<file path="src/rtl/mem_arbiter_pkg.sv">
// Shared constants for the main-memory arbiter: port indices and default memory size.
package mem_arbiter_pkg;

    localparam logic PORT_CPU = 1'b0;
    localparam logic PORT_AUX = 1'b1;

    localparam int DEFAULT_SIZE_WORDS = 'h3800;
    localparam int WAIT_CNT_W         = 8;

    typedef enum logic [1:0] {
        WIN_IDLE = 2'd0,
        WIN_CPU  = 2'd1,
        WIN_AUX  = 2'd2
    } winner_e;

endpackage

</file>
<file path="src/rtl/mem_arbiter_starve_counter.sv">
// Saturating age counter for a refused requester; force_o asserts once the
// requester has been refused MAX_WAIT consecutive cycles.
module starve_counter
    import mem_arbiter_pkg::*;
#(
    parameter int MAX_WAIT = 8
) (
    input  logic                  clk,
    input  logic                  rst,
    input  logic                  req_i,
    input  logic                  gnt_i,
    output logic                  force_o,
    output logic [WAIT_CNT_W-1:0] cnt_o
);

    localparam logic [WAIT_CNT_W-1:0] MAX_L = WAIT_CNT_W'(MAX_WAIT);

    logic [WAIT_CNT_W-1:0] cnt_q, cnt_d;

    always_comb begin
        cnt_d = cnt_q;
        if (!req_i || gnt_i)
            cnt_d = '0;
        else if (cnt_q < MAX_L)
            cnt_d = cnt_q + 1'b1;
    end

    always_ff @(posedge clk or posedge rst) begin
        if (rst) cnt_q <= '0;
        else     cnt_q <= cnt_d;
    end

    assign force_o = (cnt_q == MAX_L);
    assign cnt_o   = cnt_q;

endmodule

</file>
<file path="src/rtl/mem_arbiter.sv">
// Two-port fixed-priority arbiter in front of the single-port main memory,
// with starvation relief for port 1 and word-address bounds checking.
module mem_arbiter
    import mem_arbiter_pkg::*;
#(
    parameter int ADDR_WIDTH = 14,
    parameter int SIZE_WORDS = DEFAULT_SIZE_WORDS,
    parameter int MAX_WAIT   = 8
) (
    input  logic                  clk,
    input  logic                  rst,

    input  logic                  m0_req,
    output logic                  m0_gnt,
    input  logic                  m0_write,
    input  logic [3:0]            m0_wmask,
    input  logic [31:0]           m0_wdata,
    input  logic                  m0_wgrubby,
    input  logic [ADDR_WIDTH-1:0] m0_addr,
    output logic                  m0_rvalid,
    output logic [31:0]           m0_rdata,
    output logic                  m0_rgrubby,
    output logic                  m0_err,

    input  logic                  m1_req,
    output logic                  m1_gnt,
    input  logic                  m1_write,
    input  logic [3:0]            m1_wmask,
    input  logic [31:0]           m1_wdata,
    input  logic                  m1_wgrubby,
    input  logic [ADDR_WIDTH-1:0] m1_addr,
    output logic                  m1_rvalid,
    output logic [31:0]           m1_rdata,
    output logic                  m1_rgrubby,
    output logic                  m1_err,

    output logic                  mem_write,
    output logic [3:0]            mem_wmask,
    output logic [31:0]           mem_wdata,
    output logic                  mem_wgrubby,
    output logic [ADDR_WIDTH-1:0] mem_addr,
    input  logic [31:0]           mem_rdata,
    input  logic                  mem_rgrubby
);

    localparam logic [ADDR_WIDTH:0] SIZE_L = (ADDR_WIDTH+1)'(SIZE_WORDS);

    winner_e                 win;
    logic                    force1;
    logic [WAIT_CNT_W-1:0]   wait_cnt;
    logic                    sel_write, sel_oor;
    logic [ADDR_WIDTH-1:0]   sel_addr;
    logic [ADDR_WIDTH-1:0]   addr_q, addr_d;
    logic                    rsel_q, rsel_d;
    logic                    rpend_q, rpend_d;
    logic                    rerr_q, rerr_d;
    logic [31:0]             ret_data;
    logic                    ret_grubby;

    starve_counter #(.MAX_WAIT(MAX_WAIT)) u_starve (
        .clk     (clk),
        .rst     (rst),
        .req_i   (m1_req),
        .gnt_i   (m1_gnt),
        .force_o (force1),
        .cnt_o   (wait_cnt)
    );

    always_comb begin
        win = WIN_IDLE;
        if (force1 && m1_req) win = WIN_AUX;
        else if (m0_req)      win = WIN_CPU;
        else if (m1_req)      win = WIN_AUX;
    end

    assign m0_gnt = (win == WIN_CPU);
    assign m1_gnt = (win == WIN_AUX);

    assign sel_addr  = m1_gnt ? m1_addr  : m0_addr;
    assign sel_write = m1_gnt ? m1_write : m0_write;
    assign sel_oor   = ({1'b0, sel_addr} >= SIZE_L);

    always_comb begin
        mem_write   = 1'b0;
        mem_wmask   = '0;
        mem_wdata   = '0;
        mem_wgrubby = 1'b0;
        mem_addr    = addr_q;
        addr_d      = addr_q;
        rsel_d      = rsel_q;
        rpend_d     = 1'b0;
        rerr_d      = 1'b0;
        if (win != WIN_IDLE) begin
            // Out-of-range writes are granted but never reach the array.
            mem_write   = sel_write && !sel_oor;
            mem_wmask   = m1_gnt ? m1_wmask   : m0_wmask;
            mem_wdata   = m1_gnt ? m1_wdata   : m0_wdata;
            mem_wgrubby = m1_gnt ? m1_wgrubby : m0_wgrubby;
            mem_addr    = sel_addr;
            addr_d      = sel_addr;
            rsel_d      = m1_gnt ? PORT_AUX : PORT_CPU;
            rpend_d     = !sel_write;
            rerr_d      = sel_oor;
        end
    end

    always_ff @(posedge clk or posedge rst) begin
        if (rst) begin
            addr_q  <= '0;
            rsel_q  <= PORT_CPU;
            rpend_q <= 1'b0;
            rerr_q  <= 1'b0;
        end else begin
            addr_q  <= addr_d;
            rsel_q  <= rsel_d;
            rpend_q <= rpend_d;
            rerr_q  <= rerr_d;
        end
    end

    // A range error returns zeros rather than whatever the memory produced.
    assign ret_data   = rerr_q ? 32'h0 : mem_rdata;
    assign ret_grubby = rerr_q ? 1'b0  : mem_rgrubby;

    assign m0_rvalid  = rpend_q && (rsel_q == PORT_CPU);
    assign m1_rvalid  = rpend_q && (rsel_q == PORT_AUX);
    assign m0_err     = rerr_q  && (rsel_q == PORT_CPU);
    assign m1_err     = rerr_q  && (rsel_q == PORT_AUX);
    assign m0_rdata   = m0_rvalid ? ret_data   : 32'h0;
    assign m1_rdata   = m1_rvalid ? ret_data   : 32'h0;
    assign m0_rgrubby = m0_rvalid ? ret_grubby : 1'b0;
    assign m1_rgrubby = m1_rvalid ? ret_grubby : 1'b0;

endmodule

</file>
<file path="config.mk">
export PLATFORM = sky130hd
export DESIGN_NAME = mem_arbiter
export DESIGN_NICKNAME = d
export VERILOG_FILES = /design/src/rtl/mem_arbiter_pkg.sv /design/src/rtl/mem_arbiter_starve_counter.sv /design/src/rtl/mem_arbiter.sv
export SDC_FILE = /design/constraint.sdc
export NUM_CORES = 1
export LEC_CHECK = 0
export CORE_AREA = 2 2 101 103
export DETAILED_ROUTE_END_ITERATION = 10
export DIE_AREA = 0 0 103 105
export GPL_ROUTABILITY_DRIVEN = 1
export MAX_ROUTING_LAYER = met4
export PLACE_DENSITY = 0.71
export SYNTH_ARGS = -nofsm -noshare
export SYNTH_HDL_FRONTEND = slang
export SYNTH_SLANG_ARGS = --single-unit
</file>
<file path="constraint.sdc">
create_clock -name clk -period 9 [get_ports clk]
set_clock_uncertainty 0.15 [all_clocks]
set_input_delay 2.7 -clock clk [delete_from_list [all_inputs] [get_ports clk]]
set_output_delay 2.7 -clock clk [all_outputs]
set_load 0.02 [all_outputs]
</file>
* After elaboration in Yosys (flattened, before gate mapping) *
Cells that the tools add are included.

word-level totals
  register bits after elaboration = 25
  word-level logic and storage cells = 48
  input bits = 141
  output and inout port bits = 124

operators by class
  add/sub/neg operators = 1
  $lt $le $gt $ge = 2
  muxes and demuxes = 24
  bitwise operators = 1
  reductions and logical operators = 12
  eq/ne operators = 3

operators with widths
  cell                                                                          count
  32-bit two-way mux                                                            5
  14-bit two-way mux                                                            2
  8-bit two-way mux                                                             2
  14-bit >= comparator, second input constant                                   1
  1-bit two-way mux                                                             10
  8-bit by 1-bit adder with 8-bit output, second input constant                 1
  8-bit by 4-bit equality test with 1-bit output, second input constant         1
  8-bit by 4-bit less-than comparator with 1-bit output, second input constant  1
  4-bit two-way mux                                                             2
  1-bit logical AND                                                             6
  2-bit two-way mux                                                             3
  2-bit nonzero test                                                            2
  1-bit logical NOT                                                             3
  2-bit by 1-bit equality test with 1-bit output, second input constant         1
  2-bit equality test, second input constant                                    1
  1-bit logical OR                                                              1
  1-bit inverter                                                                1

* Longest topological paths before layout *
  word-level depth = 9
  depth in mapped cells = 8
  depth with buffers taken out = 6

* By module *
From an unflattened synthesis, not the netlist that was laid out.

unflattened totals
  cell total of the unflattened synthesis = 302
  area, all modules = 2229.6 µm²

by module, submodules not included
  module          cells an instance  area an instance (µm²)  sequential area each (µm²)  instances
  mem_arbiter     267                1856.8                  425.4                       1
  starve_counter  35                 372.9                   200.2                       1

* Worst setup path after synthesis *
No wires, ideal clock.

  path kind = in2out
  start point = input port m1_req
  end point = output port mem_wdata[16]
  buffers on the path = 3
  path slack = 2.216 ns
  arrival = 3.934 ns
  data required time = 6.150 ns
  stages = 7
  cell sequence = buf_2 nor2b_1 a21oi_1 inv_1 buf_2 buf_2 a22o_1

between the ends
  longest elaborated chain between the ends = 6
  elaborated cells on any way between the ends = 8
  classes of those cells = eq/ne (1); mux (5); reduce/logical (2)

ends and longest elaborated chain
  item                    line               text
  start: declaration      mem_arbiter.sv:25  input logic m1_req,
  2-bit two-way mux       mem_arbiter.sv:73  else if (m1_req) win = WIN_AUX;
  2-bit two-way mux       mem_arbiter.sv:72  else if (m0_req) win = WIN_CPU;
  2-bit two-way mux (*)   mem_arbiter.sv:71  if (force1 && m1_req) win = WIN_AUX;
  2-bit equality test     mem_arbiter.sv:77  assign m1_gnt = (win == WIN_AUX);
  32-bit two-way mux      mem_arbiter.sv:97  mem_wdata = m1_gnt ? m1_wdata : m0_wdata;
  32-bit two-way mux (*)  mem_arbiter.sv:93  if (win != WIN_IDLE) begin
  end: declaration        mem_arbiter.sv:39  output logic [31:0] mem_wdata,

Every way passes the cells marked *; elsewhere a longest branch is shown, timed or not.

* Final worst setup path *
  start point = input port m1_req
  end point = output port mem_addr[5]

between the ends
  longest elaborated chain between the ends = 6
  elaborated cells on any way between the ends = 8
  classes of those cells = eq/ne (1); mux (5); reduce/logical (2)

ends and longest elaborated chain
  item                    line               text
  2-bit two-way mux       mem_arbiter.sv:73
  2-bit two-way mux       mem_arbiter.sv:72
  2-bit two-way mux (*)   mem_arbiter.sv:71
  2-bit equality test     mem_arbiter.sv:77
  14-bit two-way mux      mem_arbiter.sv:79  assign sel_addr = m1_gnt ? m1_addr : m0_addr;
  14-bit two-way mux (*)  mem_arbiter.sv:93
  end: declaration        mem_arbiter.sv:41  output logic [ADDR_WIDTH-1:0] mem_addr,

Marks and branches as above.

==> results.sh <==
export IMPL_track_usage=0.189
export IMPL_n_antenna_cell=0
export IMPL_core_sq_um=9640
export IMPL_die_h_um=105
export IMPL_cp_required_ns=6.15
export IMPL_cts_tree="yes"
export IMPL_grt_start_max_net_pins=50
export IMPL_syn_nets=426
export IMPL_vias_per_cell=4.63
export IMPL_slew_violations=0
export IMPL_arrival_ns=5.24
export IMPL_critPathMaxFanout=49
export IMPL_setup_viol=0
export IMPL_cpMaxStageDelayCell="clkdlybuf4s50_1"
export IMPL_synth_area_top_cells="dfrtp_1, a22o_1, nor2_1"
export IMPL_clock_sinks=25
export IMPL_critPathLaunchType="input port"
export IMPL_synth_edff_count=0
export IMPL_first_pass_iters=4
export IMPL_htreeDepth=1
export IMPL_ys_warn_count=0
export IMPL_leakagePower_nw=2.03
export IMPL_fin_crit_sh=0.899
export IMPL_hold_violations=0
export IMPL_synthCells=283
export IMPL_final_common_cell="clkdlybuf4s50_1"
export IMPL_total_power_uw=430
export IMPL_detail_route_antenna_nets=0
export IMPL_fin_setup_tns_ns=0
export IMPL_vias=3068
export IMPL_grt_overflow=0
export IMPL_yosysTopAreaCellShare=0.285
export IMPL_final_area_sq_um=4950
export IMPL_fin_crit_ns=8.09
export IMPL_ys_ff_latch=25
export IMPL_synth_ff_type="dfrtp_1"
export IMPL_antenna_found_initial=0
export IMPL_insertion_delay_ns=0.27
export IMPL_cts_made_buffers=3
export IMPL_hpwl_mm=8.93
export IMPL_worstSetupEndpointType="output port"
export IMPL_yosysTopAreaCell="dfrtp_1"
export IMPL_crit_chain="clkdlybuf4s50_1, nand4b_1, o21ai_4, inv_2, a221o_1, clkdlybuf4s50_1"
export IMPL_fp_dieW_um=103
export IMPL_synth_cell_area_sq_um=2200
export IMPL_syn_to_final_growth_pct=126
export IMPL_path_class="in2out"
export IMPL_synth_avg_cell_area_sq_um=7.76
export IMPL_hold_buffers=0
export IMPL_vdd_drop_max_mv=0.0485
export IMPL_worstMarginPinSlew_ns=1.04
export IMPL_slew_headroom=0.307
export IMPL_rsz0062_at_grt="false"
export IMPL_routed_wl_mm=10.7
export IMPL_drc=0
export IMPL_post_cts_buffers=0
export IMPL_post_dp_cell_area_sq_um=4910
export IMPL_yosysSeqAreaShare=0.285
export IMPL_root_buffer="clkbuf_8"
export IMPL_clkTransAtPathRegs_ns=0.08
export IMPL_slowest_delay_ns=0.64
export IMPL_routedWlPerCell_um=16.1
export IMPL_final_cell_mix="clkdlybuf4s50_1, nor2_1, a22o_1"
export IMPL_io_pins=265
export IMPL_drt_iter0_markers=102
export IMPL_die_area_sq_um=10800
export IMPL_routabilityCongestion=0.905
export IMPL_ys_types=31
export IMPL_drive_gt1_frac=0.0208
export IMPL_post_cts_resized=0
export IMPL_fmax_ghz=0.124
export IMPL_grt_first_pass_wirelength_mm=15.7
export IMPL_worst_slack_ns=0.908
export IMPL_hp_class="reg2reg"
export IMPL_cp_common_cell="clkdlybuf4s50_1"
export IMPL_num_rows=36
export IMPL_run_status="completed"
export IMPL_first_global_vias=3073
export IMPL_maxCapViolCount=0
export IMPL_power_density_nw_per_um2=86.7
export IMPL_pre_cts_ws_ns=0.894
export IMPL_nets=674
export IMPL_port_buffers=264
export IMPL_ctsLongestPathBuffers=2
export IMPL_initial_core_util=0.228
export IMPL_async_flop_share=1.00
Yosys cell counts, drive strengths merged, types with 2 or more instances:
cell    instances
nor2           79
a22o           37
nand2b         35
dfrtp          25
clkbuf         14
a221o          11
buf            11
mux2i          11
inv             8
o21ai           7
and2            6
nand3           5
nor2b           5
a21oi           4
nand2           4
a211oi          3
a31oi           3
o22ai           3
ha              2
or3             2
report_power, final:
group	total, mW	internal, mW	switching (mW)
Clock	0.0674	0.0317	0.0357
Sequential	0.123	0.119	0.00392
Combinational	0.239	0.134	0.105
Total	0.430	0.285	0.145
kinds of logic (layout without fill, tap and decap cells):
logic type | Yosys count | in the layout | share of synthesized area
AOI/OAI and AO/OA | 71 | 71 | 0.266
adders and majority gates | 2 | 2 | 0.0114
buffers and inverters | 33 | 280 | 0.0712
DFF | 25 | 25 | 0.285
muxes | 11 | 11 | 0.0501
and+or+nand+nor | 141 | 141 | 0.317
metal layers:
layer  global-route usage  routed length (um)  vias up
met1                0.226                4220     1396
met4               0.0432                 197        0
met2                0.324                5270      168
met5                    -                   0        -
li1                     -                   -     1489
met3               0.0361                1030       15
per-stage QoR:
step	util	std cells	hold WS, ns
after detailed placement	0.509	659	0.414
after CTS	0.514	663	0.437
after global placement	0.509	659	0.406
final	0.514	663	0.431
after floorplan	-	283	0.349
after global routing	0.514	663	0.469
worst max-delay path: cells and delay by family:
family	cells	cell delay [ns]
AO/OA/AOI/OAI	2	0.68
buffers and inverters	3	1.53
AND/OR/NAND/NOR	1	0.29
flip-flops by register name, indices dropped and copies added, names as in the netlist:
name	count
rerr_q	1
rpend_q	1
addr_q	14
rsel_q	1
u_starve.cnt_o	8
cell type report:
cell class,instances,area (sq um)
clock buffer,4,45.0
multi-input combinational,225,1420
inverter,8,30.0
sequential,25,626
timing repair buffer,268,2670
fill,915,4680
tap,133,166
final timing paths:
path | slack [ns] | startpoint | to | depth (start not counted)
max | 0.91 | m1_req | mem_addr[5] | 6
min | 0.43 | rsel_q$_DFFE_PP0N_ | rsel_q$_DFFE_PP0N_ | 1
max reg2reg | 6.67 | u_starve.cnt_o[6]$_DFFE_PP0P_ | addr_q[5]$_DFF_PP0_ | 4
min reg2reg | 0.43 | rsel_q$_DFFE_PP0N_ | rsel_q$_DFFE_PP0N_ | 1
max in group asynchronous | 5.31 | rst | addr_q[9]$_DFF_PP0_ | 2
min in group asynchronous | 2.80 | rst | addr_q[2]$_DFF_PP0_ | 2
(Power assumes the default switching activity.)
